==> src/rtl/versatile_mem_ctrl_ddr_pkg.sv <==
// rtl/versatile_mem_ctrl_ddr_pkg.sv - shared constants and helpers for the DDR data-path sequencer
package versatile_mem_ctrl_ddr_pkg;

   // Window offsets relative to the first data cycle of a burst
   localparam int WR_PRE     = 1;
   localparam int WR_POST    = 1;
   localparam int RD_CAP_DLY = 1;

   // Clock cycles per burst (two beats per clk_0 cycle)
   function automatic int burst_cycles(input int burst_len);
      return burst_len / 2;
   endfunction

   // Width of a latency field able to hold 0..max_lat
   function automatic int lat_width(input int max_lat);
      return $clog2(max_lat + 1);
   endfunction

   // Programmed latency forced into 1..max_lat
   function automatic int clamp_lat(input int lat, input int max_lat);
      if (lat < 1) begin
         return 1;
      end else if (lat > max_lat) begin
         return max_lat;
      end else begin
         return lat;
      end
   endfunction

endpackage

==> src/rtl/versatile_mem_ctrl_ddr_seq_if.sv <==
// rtl/versatile_mem_ctrl_ddr_seq_if.sv - scheduler/FIFO/IO-flop side bundle of the DDR sequencer
interface versatile_mem_ctrl_ddr_seq_if #(
   parameter int LANES       = 2,
   parameter int DQ_PER_LANE = 8,
   parameter int MAX_LAT     = 15
);
   import versatile_mem_ctrl_ddr_pkg::*;

   localparam int DW = LANES * DQ_PER_LANE;
   localparam int LW = lat_width(MAX_LAT);

   logic [LW-1:0]      cfg_wl_i;
   logic [LW-1:0]      cfg_rl_i;
   logic               wr_cmd_i;
   logic               rd_cmd_i;
   logic [2*DW-1:0]    tx_dat_i;
   logic [2*LANES-1:0] tx_be_i;
   logic               tx_ack_o;
   logic [DW-1:0]      dq_rise_o;
   logic [DW-1:0]      dq_fall_o;
   logic [LANES-1:0]   dm_rise_o;
   logic [LANES-1:0]   dm_fall_o;
   logic               dq_oe_o;
   logic               dqs_oe_o;
   logic               dqs_gate_o;
   logic [DW-1:0]      rx_rise_i;
   logic [DW-1:0]      rx_fall_i;
   logic [2*DW-1:0]    rx_dat_o;
   logic               rx_vld_o;
   logic               busy_o;
   logic               err_o;

   modport slave (
      input  cfg_wl_i, cfg_rl_i, wr_cmd_i, rd_cmd_i, tx_dat_i, tx_be_i, rx_rise_i, rx_fall_i,
      output tx_ack_o, dq_rise_o, dq_fall_o, dm_rise_o, dm_fall_o, dq_oe_o, dqs_oe_o,
             dqs_gate_o, rx_dat_o, rx_vld_o, busy_o, err_o
   );

   modport master (
      output cfg_wl_i, cfg_rl_i, wr_cmd_i, rd_cmd_i, tx_dat_i, tx_be_i, rx_rise_i, rx_fall_i,
      input  tx_ack_o, dq_rise_o, dq_fall_o, dm_rise_o, dm_fall_o, dq_oe_o, dqs_oe_o,
             dqs_gate_o, rx_dat_o, rx_vld_o, busy_o, err_o
   );

endinterface

==> src/rtl/versatile_mem_ctrl_lat_pipe.sv <==
// rtl/versatile_mem_ctrl_lat_pipe.sv - one-bit-per-cycle latency shift register with programmable insert tap
module versatile_mem_ctrl_lat_pipe #(
   parameter int DEPTH = 19,
   parameter int TW    = $clog2(DEPTH)
) (
   input  logic             clk_0,
   input  logic             rst_n,
   input  logic             ins,
   input  logic [TW-1:0]    tap,
   output logic [DEPTH-1:0] vec,
   output logic [DEPTH-1:0] stages
);

   // Current view: stored stages plus this cycle's command at its tap, so
   // windows that open in the command cycle itself are visible immediately
   always_comb begin
      vec = stages | (ins ? (DEPTH'(1) << tap) : '0);
   end

   // Every bit moves one position toward index 0 per cycle
   always_ff @(posedge clk_0 or negedge rst_n) begin
      if (!rst_n) begin
         stages <= '0;
      end else begin
         stages <= vec >> 1;
      end
   end

endmodule

==> src/rtl/versatile_mem_ctrl_ddr_seq.sv <==
// rtl/versatile_mem_ctrl_ddr_seq.sv - DDR2 data-path sequencer: DQ/DQS/DM timing, read gating, collision detect
module versatile_mem_ctrl_ddr_seq
   import versatile_mem_ctrl_ddr_pkg::*;
#(
   parameter int LANES       = 2,
   parameter int DQ_PER_LANE = 8,
   parameter int BURST_LEN   = 4,
   parameter int MAX_LAT     = 15
) (
   input logic                           clk_0,
   input logic                           rst_n,
   versatile_mem_ctrl_ddr_seq_if.slave   bus
);

   localparam int DW    = LANES * DQ_PER_LANE;
   localparam int NB    = burst_cycles(BURST_LEN);
   localparam int HW    = NB - 1;
   // Pipe index holding a command during its first data cycle
   localparam int REF   = NB + WR_POST;
   localparam int DEPTH = MAX_LAT + NB + 2;
   localparam int TW    = $clog2(DEPTH);

   // Window decode ranges as pipe indices (higher index = earlier cycle)
   localparam int ACK_LO  = REF - NB + 1 + WR_PRE;
   localparam int ACK_HI  = REF + WR_PRE;
   localparam int OE_LO   = REF - NB + 1;
   localparam int OE_HI   = REF;
   localparam int DQS_LO  = REF - NB + 1 - WR_POST;
   localparam int DQS_HI  = REF + WR_PRE;
   localparam int GATE_LO = REF - NB + 1;
   localparam int GATE_HI = REF + RD_CAP_DLY;
   localparam int CAP_LO  = REF - NB + 1;
   localparam int CAP_HI  = REF;

   logic [DEPTH-1:0] wr_vec, wr_stg, rd_vec, rd_stg;
   logic [TW-1:0]    wr_tap, rd_tap;
   logic [HW-1:0]    wr_hist, rd_hist;
   int               wl, rl;
   logic             wr_hit, rd_hit, wr_coll, rd_coll, wr_acc, rd_acc;
   logic             tx_ack, cap;
   logic [DW-1:0]    dq_rise_q, dq_fall_q;
   logic [LANES-1:0] dm_rise_q, dm_fall_q;
   logic [2*DW-1:0]  rx_dat_q;
   logic             rx_vld_q, err_q;

   // Latency clamp, cross-direction overlap search and command acceptance
   always_comb begin
      wl     = clamp_lat(int'(bus.cfg_wl_i), MAX_LAT);
      rl     = clamp_lat(int'(bus.cfg_rl_i), MAX_LAT);
      wr_hit = 1'b0;
      rd_hit = 1'b0;
      for (int i = 0; i < DEPTH; i++) begin
         // A stored read whose gate lands inside the new write's DQS window
         if (rd_stg[i] && (i >= GATE_LO + wl - WR_PRE) && (i <= GATE_HI + wl + NB - 1 + WR_POST)) begin
            wr_hit = 1'b1;
         end
         // A stored write whose DQS drive lands inside the new read's gate
         if (wr_stg[i] && (i >= DQS_LO + rl - RD_CAP_DLY) && (i <= DQS_HI + rl + NB - 1)) begin
            rd_hit = 1'b1;
         end
      end
      wr_coll = bus.wr_cmd_i & (bus.rd_cmd_i | (|wr_hist) | wr_hit);
      rd_coll = bus.rd_cmd_i & (bus.wr_cmd_i | (|rd_hist) | rd_hit);
      wr_acc  = rst_n & bus.wr_cmd_i & ~wr_coll;
      rd_acc  = rst_n & bus.rd_cmd_i & ~rd_coll;
      wr_tap  = TW'(REF + wl);
      rd_tap  = TW'(REF + rl);
   end

   versatile_mem_ctrl_lat_pipe #(.DEPTH(DEPTH), .TW(TW)) u_wr_pipe (
      .clk_0  (clk_0),
      .rst_n  (rst_n),
      .ins    (wr_acc),
      .tap    (wr_tap),
      .vec    (wr_vec),
      .stages (wr_stg)
   );

   versatile_mem_ctrl_lat_pipe #(.DEPTH(DEPTH), .TW(TW)) u_rd_pipe (
      .clk_0  (clk_0),
      .rst_n  (rst_n),
      .ins    (rd_acc),
      .tap    (rd_tap),
      .vec    (rd_vec),
      .stages (rd_stg)
   );

   assign tx_ack = |wr_vec[ACK_HI:ACK_LO];
   assign cap    = |rd_vec[CAP_HI:CAP_LO];

   // Recent accepted commands for same-type spacing, and the sticky error
   always_ff @(posedge clk_0 or negedge rst_n) begin
      if (!rst_n) begin
         wr_hist <= '0;
         rd_hist <= '0;
         err_q   <= 1'b0;
      end else begin
         wr_hist <= (wr_hist << 1) | HW'(wr_acc);
         rd_hist <= (rd_hist << 1) | HW'(rd_acc);
         err_q   <= err_q | wr_coll | rd_coll;
      end
   end

   // Write data/mask follow the ack by one cycle; read words are captured under the gate
   always_ff @(posedge clk_0 or negedge rst_n) begin
      if (!rst_n) begin
         dq_rise_q <= '0;
         dq_fall_q <= '0;
         dm_rise_q <= '0;
         dm_fall_q <= '0;
         rx_dat_q  <= '0;
         rx_vld_q  <= 1'b0;
      end else begin
         dq_rise_q <= tx_ack ? bus.tx_dat_i[2*DW-1:DW] : '0;
         dq_fall_q <= tx_ack ? bus.tx_dat_i[DW-1:0] : '0;
         dm_rise_q <= tx_ack ? ~bus.tx_be_i[2*LANES-1:LANES] : '0;
         dm_fall_q <= tx_ack ? ~bus.tx_be_i[LANES-1:0] : '0;
         rx_vld_q  <= cap;
         if (cap) begin
            rx_dat_q <= {bus.rx_rise_i, bus.rx_fall_i};
         end
      end
   end

   assign bus.tx_ack_o   = tx_ack;
   assign bus.dq_rise_o  = dq_rise_q;
   assign bus.dq_fall_o  = dq_fall_q;
   assign bus.dm_rise_o  = dm_rise_q;
   assign bus.dm_fall_o  = dm_fall_q;
   assign bus.dq_oe_o    = |wr_vec[OE_HI:OE_LO];
   assign bus.dqs_oe_o   = |wr_vec[DQS_HI:DQS_LO];
   assign bus.dqs_gate_o = |rd_vec[GATE_HI:GATE_LO];
   assign bus.rx_dat_o   = rx_dat_q;
   assign bus.rx_vld_o   = rx_vld_q;
   assign bus.busy_o     = (|wr_vec) | (|rd_vec) | rx_vld_q;
   assign bus.err_o      = err_q;

endmodule

==> src/flat_wrapper.sv <==
// flat-port wrapper written by rule: the top's interface ports become plain ports
module versatile_mem_ctrl_ddr_seq_flat import versatile_mem_ctrl_ddr_pkg::*;
#(
   parameter int LANES       = 2,
   parameter int DQ_PER_LANE = 8,
   parameter int BURST_LEN   = 4,
   parameter int MAX_LAT     = 15
)
  (clk_0, rst_n, bus_cfg_wl_i, bus_cfg_rl_i, bus_wr_cmd_i, bus_rd_cmd_i, bus_tx_dat_i, bus_tx_be_i, bus_rx_rise_i, bus_rx_fall_i, bus_tx_ack_o, bus_dq_rise_o, bus_dq_fall_o, bus_dm_rise_o, bus_dm_fall_o, bus_dq_oe_o, bus_dqs_oe_o, bus_dqs_gate_o, bus_rx_dat_o, bus_rx_vld_o, bus_busy_o, bus_err_o);
  versatile_mem_ctrl_ddr_seq_if #(.LANES(LANES), .DQ_PER_LANE(DQ_PER_LANE), .MAX_LAT(MAX_LAT)) bus_i ();
  input logic clk_0;
  input logic rst_n;
  input wire logic [$bits(bus_i.cfg_wl_i)-1:0] bus_cfg_wl_i;
  input wire logic [$bits(bus_i.cfg_rl_i)-1:0] bus_cfg_rl_i;
  input wire logic [$bits(bus_i.wr_cmd_i)-1:0] bus_wr_cmd_i;
  input wire logic [$bits(bus_i.rd_cmd_i)-1:0] bus_rd_cmd_i;
  input wire logic [$bits(bus_i.tx_dat_i)-1:0] bus_tx_dat_i;
  input wire logic [$bits(bus_i.tx_be_i)-1:0] bus_tx_be_i;
  input wire logic [$bits(bus_i.rx_rise_i)-1:0] bus_rx_rise_i;
  input wire logic [$bits(bus_i.rx_fall_i)-1:0] bus_rx_fall_i;
  output wire logic [$bits(bus_i.tx_ack_o)-1:0] bus_tx_ack_o;
  output wire logic [$bits(bus_i.dq_rise_o)-1:0] bus_dq_rise_o;
  output wire logic [$bits(bus_i.dq_fall_o)-1:0] bus_dq_fall_o;
  output wire logic [$bits(bus_i.dm_rise_o)-1:0] bus_dm_rise_o;
  output wire logic [$bits(bus_i.dm_fall_o)-1:0] bus_dm_fall_o;
  output wire logic [$bits(bus_i.dq_oe_o)-1:0] bus_dq_oe_o;
  output wire logic [$bits(bus_i.dqs_oe_o)-1:0] bus_dqs_oe_o;
  output wire logic [$bits(bus_i.dqs_gate_o)-1:0] bus_dqs_gate_o;
  output wire logic [$bits(bus_i.rx_dat_o)-1:0] bus_rx_dat_o;
  output wire logic [$bits(bus_i.rx_vld_o)-1:0] bus_rx_vld_o;
  output wire logic [$bits(bus_i.busy_o)-1:0] bus_busy_o;
  output wire logic [$bits(bus_i.err_o)-1:0] bus_err_o;
  assign bus_i.cfg_wl_i = bus_cfg_wl_i;
  assign bus_i.cfg_rl_i = bus_cfg_rl_i;
  assign bus_i.wr_cmd_i = bus_wr_cmd_i;
  assign bus_i.rd_cmd_i = bus_rd_cmd_i;
  assign bus_i.tx_dat_i = bus_tx_dat_i;
  assign bus_i.tx_be_i = bus_tx_be_i;
  assign bus_i.rx_rise_i = bus_rx_rise_i;
  assign bus_i.rx_fall_i = bus_rx_fall_i;
  assign bus_tx_ack_o = bus_i.tx_ack_o;
  assign bus_dq_rise_o = bus_i.dq_rise_o;
  assign bus_dq_fall_o = bus_i.dq_fall_o;
  assign bus_dm_rise_o = bus_i.dm_rise_o;
  assign bus_dm_fall_o = bus_i.dm_fall_o;
  assign bus_dq_oe_o = bus_i.dq_oe_o;
  assign bus_dqs_oe_o = bus_i.dqs_oe_o;
  assign bus_dqs_gate_o = bus_i.dqs_gate_o;
  assign bus_rx_dat_o = bus_i.rx_dat_o;
  assign bus_rx_vld_o = bus_i.rx_vld_o;
  assign bus_busy_o = bus_i.busy_o;
  assign bus_err_o = bus_i.err_o;
  versatile_mem_ctrl_ddr_seq #(.LANES(LANES), .DQ_PER_LANE(DQ_PER_LANE), .BURST_LEN(BURST_LEN), .MAX_LAT(MAX_LAT)) u_core (.clk_0(clk_0), .rst_n(rst_n), .bus(bus_i));
endmodule
==> config.mk <==
export PLATFORM = sky130hd
export DESIGN_NAME = versatile_mem_ctrl_ddr_seq_flat
export DESIGN_NICKNAME = d
export VERILOG_FILES = /design/src/rtl/versatile_mem_ctrl_ddr_pkg.sv /design/src/rtl/versatile_mem_ctrl_ddr_seq_if.sv /design/src/rtl/versatile_mem_ctrl_lat_pipe.sv /design/src/rtl/versatile_mem_ctrl_ddr_seq.sv /design/src/flat_wrapper.sv
export SDC_FILE = /design/constraint.sdc
export NUM_CORES = 1
export LEC_CHECK = 0
export BUFFER_PORTS_ARGS = -buffer_cell sky130_fd_sc_hd__buf_2
export CAP_MARGIN = 20
export CORE_AREA = 2 2 128 130
export CTS_CLUSTER_SIZE = 14
export DETAILED_ROUTE_END_ITERATION = 16
export DIE_AREA = 0 0 130 132
export HOLD_SLACK_MARGIN = 0.08
export PLACE_DENSITY = 0.55
export SLEW_MARGIN = 20
export SYNTH_ARGS = -nofsm -noshare
export SYNTH_HDL_FRONTEND = slang
export SYNTH_HIERARCHICAL = 1
export SYNTH_SLANG_ARGS = --single-unit
==> constraint.sdc <==
create_clock -name clk_0 -period 8.1 [get_ports clk_0]
set_input_delay 1.62 -clock clk_0 [delete_from_list [all_inputs] [get_ports clk_0]]
set_output_delay 1.62 -clock clk_0 [all_outputs]
set_load 0.01 [all_outputs]
==> results of run 1 <==
==> power by group <==
part | internal [W] | total (W) | leakage, nW | switching (W)
clock | 0.000214 | 0.000416 | 0.140 | 0.000202
sequential | 0.000644 | 0.000695 | 1.42 | 0.0000508
combinational | 0.000198 | 0.000430 | 1.76 | 0.000232
total | 0.00106 | 0.00154 | 3.32 | 0.000485
==> critical path, cell delays in order <==
cell	delay (ns)
buf_2	0.36
nor3_1	0.09
or2_1	0.32
ha_1	0.52
or3b_1	0.28
o21ai_0	0.09
o311a_1	0.18
a2111oi_4	0.27
nand3_1	0.11
or4_1	0.57
nor2_1	0.35
nor4b_4	0.34
a31o_1	0.24
or2_2	0.13
or3_1	0.15
nor2_1	0.06
nand4_1	0.07
buf_2	0.13
==> layer usage <==
layer  vias up  GRT usage (%)  share of wire [%]
met5         -              0                  0
met2       199           28.0                 47
met4         0           5.79                1.6
li1       2035              -                  -
met1      2147           23.4                 42
met3        17           6.53                9.1
==> cells in the final DEF (no fill, tap or decap), types with 8 or more instances in the layout <==
cell type,Yosys,layout
nand2b_1,9,9
nand3_1,8,8
clkbuf_16,0,9
a21o_1,24,24
nand2_1,31,31
inv_1,14,14
nor4_1,10,10
mux2_2,32,32
a21oi_1,17,17
nor2_1,26,25
o21ai_0,17,17
nor2b_1,39,39
dfrtp_1,108,108
ha_1,18,18
buf_2,7,153
==> worst paths after layout <==
kind | endpoint | startpoint | slack, ns | depth (start not counted)
hold / removal | u_core/bus.err_o | u_core/bus.err_o | 0.49 | 1
setup / recovery | bus_busy_o | bus_cfg_wl_i[2] | 0.59 | 18
max in group asynchronous | u_core/u_rd_pipe/stages[4] | rst_n | 5.63 | 2
hold reg to reg | u_core/bus.err_o | u_core/bus.err_o | 0.49 | 1
setup reg to reg | u_core/bus.rx_dat_o[8] | u_core/u_wr_pipe/stages[2] | 4.38 | 10
min in group asynchronous | u_core/bus.dq_fall_o[2] | rst_n | 1.34 | 1
==> layout make-up <==
cell class	count	area, µm²
clock buffers	9	225
clock inverters	6	57.6
fillers	1514	9100
inverters	14	52.6
multi-input cells	340	2500
flip-flops and latches	108	2700
well taps	216	270
repair buffers	158	803
==> flip-flops by register name, summed over array words and instances, names as in the netlist <==
name,flops
u_core/bus.dq_fall_o,16
u_core/wr_hist,1
u_core/bus.rx_dat_o,32
u_core/bus.rx_vld_o,1
u_core/u_wr_pipe/stages,18
u_core/bus.dq_rise_o,16
u_core/rd_hist,1
u_core/u_rd_pipe/stages,18
u_core/bus.dm_fall_o,2
u_core/bus.dm_rise_o,2
u_core/bus.err_o,1
==> cell families (layout without fill, tap and decap cells) <==
group | Yosys count | after routing | synth area share [%]
AOI/OAI and AO/OA | 118 | 118 | 16.3
buffers and inverters | 46 | 187 | 3.84
other | 2 | 2 | 0.139
adders and majority gates | 18 | 18 | 4.16
muxes | 32 | 32 | 6.66
xor gates and xnor gates | 4 | 4 | 0.648
DFF | 108 | 108 | 50.0
and+or+nand+nor | 166 | 166 | 18.3
==> per-stage QoR <==
stage                     cell area, µm²  setup WS, ns  power [W]  hold WS, ns  util [%]
after floorplan                     5410          1.28   0.000945        0.440         -
after global placement              6330         0.819    0.00113        0.485      40.3
after detailed placement            6330         0.647    0.00114        0.479      40.3
after CTS                           6610         0.638    0.00157        0.499      42.1
after global routing                6610         0.316    0.00163        0.516      42.1
final                               6610         0.594    0.00154        0.493      42.1
==> summary.md, run 1 <==
| Metric | Value |
|---|---|
| H-Tree Depth | `3` |
| DR iter-0 viols | `199` |
| Pre-antenna DRT Iters | `4` |
| Fin crit share | `92.7%` |
| Post-CTS sizing | `0` |
| CTS tree | `built` |
| Ys async rst share | `100%` |
| Worst-path maximum fanout | `23` |
| Post-Syn Area | `5410 µm²` |
| Vias per cell | `5.17` |
| Slew @ Worst Pin | `0.762 ns` |
| Synth Instances | `494` |
| Top post-synthesis cells by count | `108 x dfrtp_1, 39 x nor2b_1, 32 x mux2_2` |
| DRC | `0` |
| I/O pins | `155` |
| Vias in the first global route | `4607` |
| Clk_lat worst skew | `0.34 ns` |
| Inserted Diodes | `0` |
| HP Class | `flip-flop to flip-flop` |
| CP startpoint kind | `primary input` |
| Synth Flop Type | `dfrtp_1` |
| Slew margin rel. | `49.2%` |
| Initial Util | `34.4%` |
| Max_cap viols | `0` |
| Synth area leaders | `dfrtp_1 50%, mux2_2 6.7%, nor2b_1 4.5%, ha_1 4.2%, a21o_1 3.3%` |
| Non-Filler Instances | `851` |
| CTS Hold Bufs | `0` |
| Clk pin slew, worst setup/hold paths | `0.07 ns` |
| Routability cong. | `0.883` |
| Rows | `46` |
| Root Driver | `clkbuf_16` |
| Global route overflow | `0` |
| Die ar. | `17200 µm²` |
| Setup violations, final | `0` |
| ANT nets after route | `0` |
| Total GRT Usage | `18.0%` |
| Via count | `4398` |
| Die X | `130 µm` |
| Worst EP required | `6.48 ns` |
| EDFF count, synth | `0` |
| Count leader, synth | `dfrtp_1` |
| Placed Instances | `836` |
| Status | `complete, no violations` |
| Peak supply drop | `0.143 mV` |
| PortBufs | `154` |
| WS Path Type | `primary input to output pin` |
| Total Nets Final | `729` |
| Endpoints failing hold | `0` |
| #FFs+latches synth | `108` |
| Final WL | `15000 µm` |
| Final worst path period need | `7.51 ns` |
| Antenna violations before repair | `0` |
| DPL Wire Length | `11400 µm` |
| Syn-to-layout area delta | `22.3%` |
| Leak | `3.32 nW` |
| Final Max Slew Viols | `0` |
| Fmax | `133 MHz` |
| Mean Syn Cell Area | `10.9 µm²` |
| Largest net degree at the start of global routing | `61` |
| Sequential area share after synthesis | `50.0%` |
| CP endpoint kind | `output pin` |
| Die height | `132 µm` |
| Layout cell share with drive strength beyond 1 | `35.1%` |
| Critical path data arrival time | `5.89 ns` |
| Post-CTS Setup Bufs | `0` |
| Top cell type's share of synthesized area | `50.0%` |
| Routed len/inst | `17.6 µm` |
| RSZ-0062 raised after global routing | `false` |
| First-pass GRT wire length | `24300 µm` |
| Syn Nets | `592` |
| YS warnings | `6` |
| Setup TNS | `0 ns` |
| Worst-case clock buffer depth | `2` |
| Core area | `15700 µm²` |
| CTS Buf Count | `9` |
| Clock Skews | `0.00876 ns` |
| Synth cell types | `65` |
| Cell accounting for the most synthesized area | `dfrtp_1` |
| CTS sink count | `108` |
| PwrDens | `233 nW/µm²` |
(Power assumes the default switching activity.)
==> run 2, diff against run 1 <==
Settings changed: CORE_AREA 2 2 128 130 to 2 2 139 141, DIE_AREA 0 0 130 132 to 0 0 141 143, PLACE_DENSITY 0.55 to not set, SKIP_CTS_REPAIR_TIMING set to 1, SYNTH_HIERARCHICAL 1 to not set.
==> summary.md, run 2 <==
| Metric | Value |
|---|---|
| Status | `complete, no violations` |
| Clock Skews | `0.0154 ns` |
| Layout Utilization | `41.3%` |
| CP endpoint kind | `output pin` |
| Count leader, synth | `dfrtp_1` |
| Mean Syn Cell Area | `10.0 µm²` |
| Synth Flop Type | `dfrtp_1` |
| Antenna violations before repair | `0` |
| Final WL | `19200 µm` |
| Pre-antenna DRT Iters | `5` |
| Max_cap viols | `0` |
| Die ar. | `20200 µm²` |
| DR iter-0 viols | `553` |
| Switching share of power | `33.9%` |
| Sequential area share after synthesis | `41.9%` |
| HP Class | `flip-flop to flip-flop` |
| Ys async rst share | `100%` |
| Leak | `3.72 nW` |
| Worst-path maximum fanout | `12` |
| Setup TNS | `0 ns` |
| Critical path data arrival time | `5.81 ns` |
| CP startpoint kind | `primary input` |
| Vias in the first global route | `5677` |
| Sw Pwr | `0.000558 W` |
| PortBufs | `154` |
| Largest register FFs | `32` |
| Top post-synthesis cells by count | `108 x dfrtp_1, 43 x nand2_1, 36 x and2_1` |
| CTS sink count | `108` |
| Clock network fraction of total power | `27.3%` |
| Setup violations, final | `0` |
| Fill count | `1770` |
| Top cell type's share of synthesized area | `41.9%` |
| Final instance area | `7670 µm²` |
| Synth area leaders | `dfrtp_1 42%, mux2_2 5.1%, ha_1 4.7%, and2_1 3.5%, a31o_2 2.9%` |
| Peak supply drop | `0.131 mV` |
| CTS Buf Count | `9` |
| Layout cell share with drive strength beyond 1 | `32.3%` |
| Clk_lat worst skew | `0.36 ns` |
| DPL Wire Length | `14400 µm` |
| Initial Util | `34.7%` |
| First-pass GRT wire length | `30900 µm` |
| Vias per cell | `5.69` |
| RSZ-0062 raised after global routing | `false` |
| Final Max Slew Viols | `0` |
| Place WS | `0.744 ns` |
| Most common cell after layout, fill and taps aside | `buf_2` |
| Global route overflow | `0` |
| Worst EP required | `6.48 ns` |
| ANT nets after route | `0` |
| Worst-case clock buffer depth | `2` |
| Syn Nets | `746` |
| Routability cong. | `0.961` |
| Logic pwr share | `30.2%` |
| Synth Instances | `642` |
| CTS tree | `built` |
| Inserted Diodes | `0` |
| Clk pin slew, worst setup/hold paths | `0.08 ns` |
| Slew margin rel. | `42.1%` |
| Core area | `18600 µm²` |
| Syn-to-layout area delta | `18.9%` |
| Routed len/inst | `18.9 µm` |
| YS warnings | `0` |
| Total GRT Usage | `19.3%` |
| Root Driver | `clkbuf_16` |
| Post-Syn Area | `6450 µm²` |
| Seq pwr share | `42.5%` |
| #FFs+latches synth | `108` |
| H-Tree Depth | `3` |
| Slew @ Worst Pin | `0.861 ns` |
| Pint | `0.00109 W` |
| Final WS setup | `0.672 ns` |
| WS Path Type | `primary input to output pin` |
| Rows | `50` |
| Die X | `141 µm` |
| Largest net degree at the start of global routing | `62` |
| Endpoints failing hold | `0` |
| DRC | `0` |
| Most frequent cells in the layout | `153 x buf_2, 108 x dfrtp_1, 43 x nand2_1` |
| Synth cell types | `86` |
| Cell accounting for the most synthesized area | `dfrtp_1` |
| Fmax | `135 MHz` |
| Total Nets Final | `879` |
| PwrDens | `215 nW/µm²` |
| EDFF count, synth | `0` |
| Total power | `0.00165 W` |
| I/O pins | `155` |
| Fin crit share | `91.7%` |
| DP Area | `7360 µm²` |
| Die height | `143 µm` |
| Via count | `5767` |
| Final worst path period need | `7.43 ns` |
-- run 2: cell count changes after synthesis, sizes merged, moves of 7 or more --
| cell | delta |
|---|---|
| nor2b | -23 |
| a221oi | +9 |
| nand2 | +12 |
| nand3 | +11 |
| buf | +14 |
| o21ai | +7 |
| a21oi | +7 |
| o211ai | +8 |
| a31o | +14 |
| o2111ai | +8 |
| a21o | -17 |
| and2 | +33 |
| inv | +18 |
-- run 2: layout make-up --
cell class                 instances  area [µm²]  area share (%)
timing repair buffer             164         848            11.1
clock buffer                       9         225            2.94
tap                              234         293            3.82
inverter                          32         120            1.57
multi-input combinational        460        3400            44.3
sequential                       108        2700            35.2
clock inverter                     7        86.3            1.13
-- run 2: power groups by stage --
stage                     sequential [W]  combinational [W]  clock, W
final                           0.000700           0.000497  0.000451
after global routing            0.000714           0.000544  0.000489
after CTS                       0.000702           0.000501  0.000464
after detailed placement        0.000707           0.000501         0
after global placement          0.000706           0.000501         0
after floorplan                 0.000750           0.000253         0
-- run 2: cells by family (layout without fill, tap and decap cells) --
kind of cell / Yosys count / in the layout / synth area share, %
and+or+nand+nor: 206 / 206 / 18.0
AOI/OAI and AO/OA: 184 / 184 / 22.2
DFF: 108 / 108 / 41.9
buffers and inverters: 74 / 212 / 5.47
muxes: 37 / 37 / 6.44
adders and majority gates: 24 / 24 / 4.65
xor gates and xnor gates: 9 / 9 / 1.34
-- run 2: critical path: stages --
cell,delay [ns]
buf_2,0.17
inv_1,0.19
ha_1,0.35
nand2b_1,0.13
nand2b_1,0.22
ha_1,0.22
nand2_1,0.10
nor4_4,0.43
ha_1,0.41
or4_1,0.50
nor2_1,0.10
a311oi_1,0.05
a211o_1,0.27
nand3_1,0.14
nor3_1,0.09
buf_4,0.19
a311oi_2,0.23
buf_4,0.16
nand3_1,0.06
buf_2,0.16
-- run 2: per-stage QoR --
step / cells / hold WS, ns
after CTS: 1014 / 0.496
after global routing: 1014 / 0.519
after detailed placement: 998 / 0.471
after global placement: 998 / 0.464
after floorplan: 642 / 0.430
final: 1014 / 0.498
-- run 2: layer usage --
metal,track usage (%),share of wire [%],up-vias
met5,0,0,-
met4,6.05,2.0,0
met3,5.70,9.3,34
met2,30.6,45,306
met1,25.4,43,2782
li1,-,-,2645
-- run 2: path summary, 6_finish.rpt --
check                                            startpoint                     endpoint  slack (ns)  cells past startpoint
worst max-delay path                        bus_cfg_rl_i[3]                   bus_busy_o        0.67                     20
worst min-delay path                 u_core.bus.rx_dat_o[9]       u_core.bus.rx_dat_o[9]        0.50                      1
worst max register to register  u_core.u_wr_pipe.stages[16]      u_core.bus.rx_dat_o[14]        4.94                     11
worst min register to register       u_core.bus.rx_dat_o[9]       u_core.bus.rx_dat_o[9]        0.50                      1
max in group asynchronous                             rst_n      u_core.bus.dq_rise_o[1]        5.61                      2
min in group asynchronous                             rst_n  u_core.u_rd_pipe.stages[14]        1.28                      1
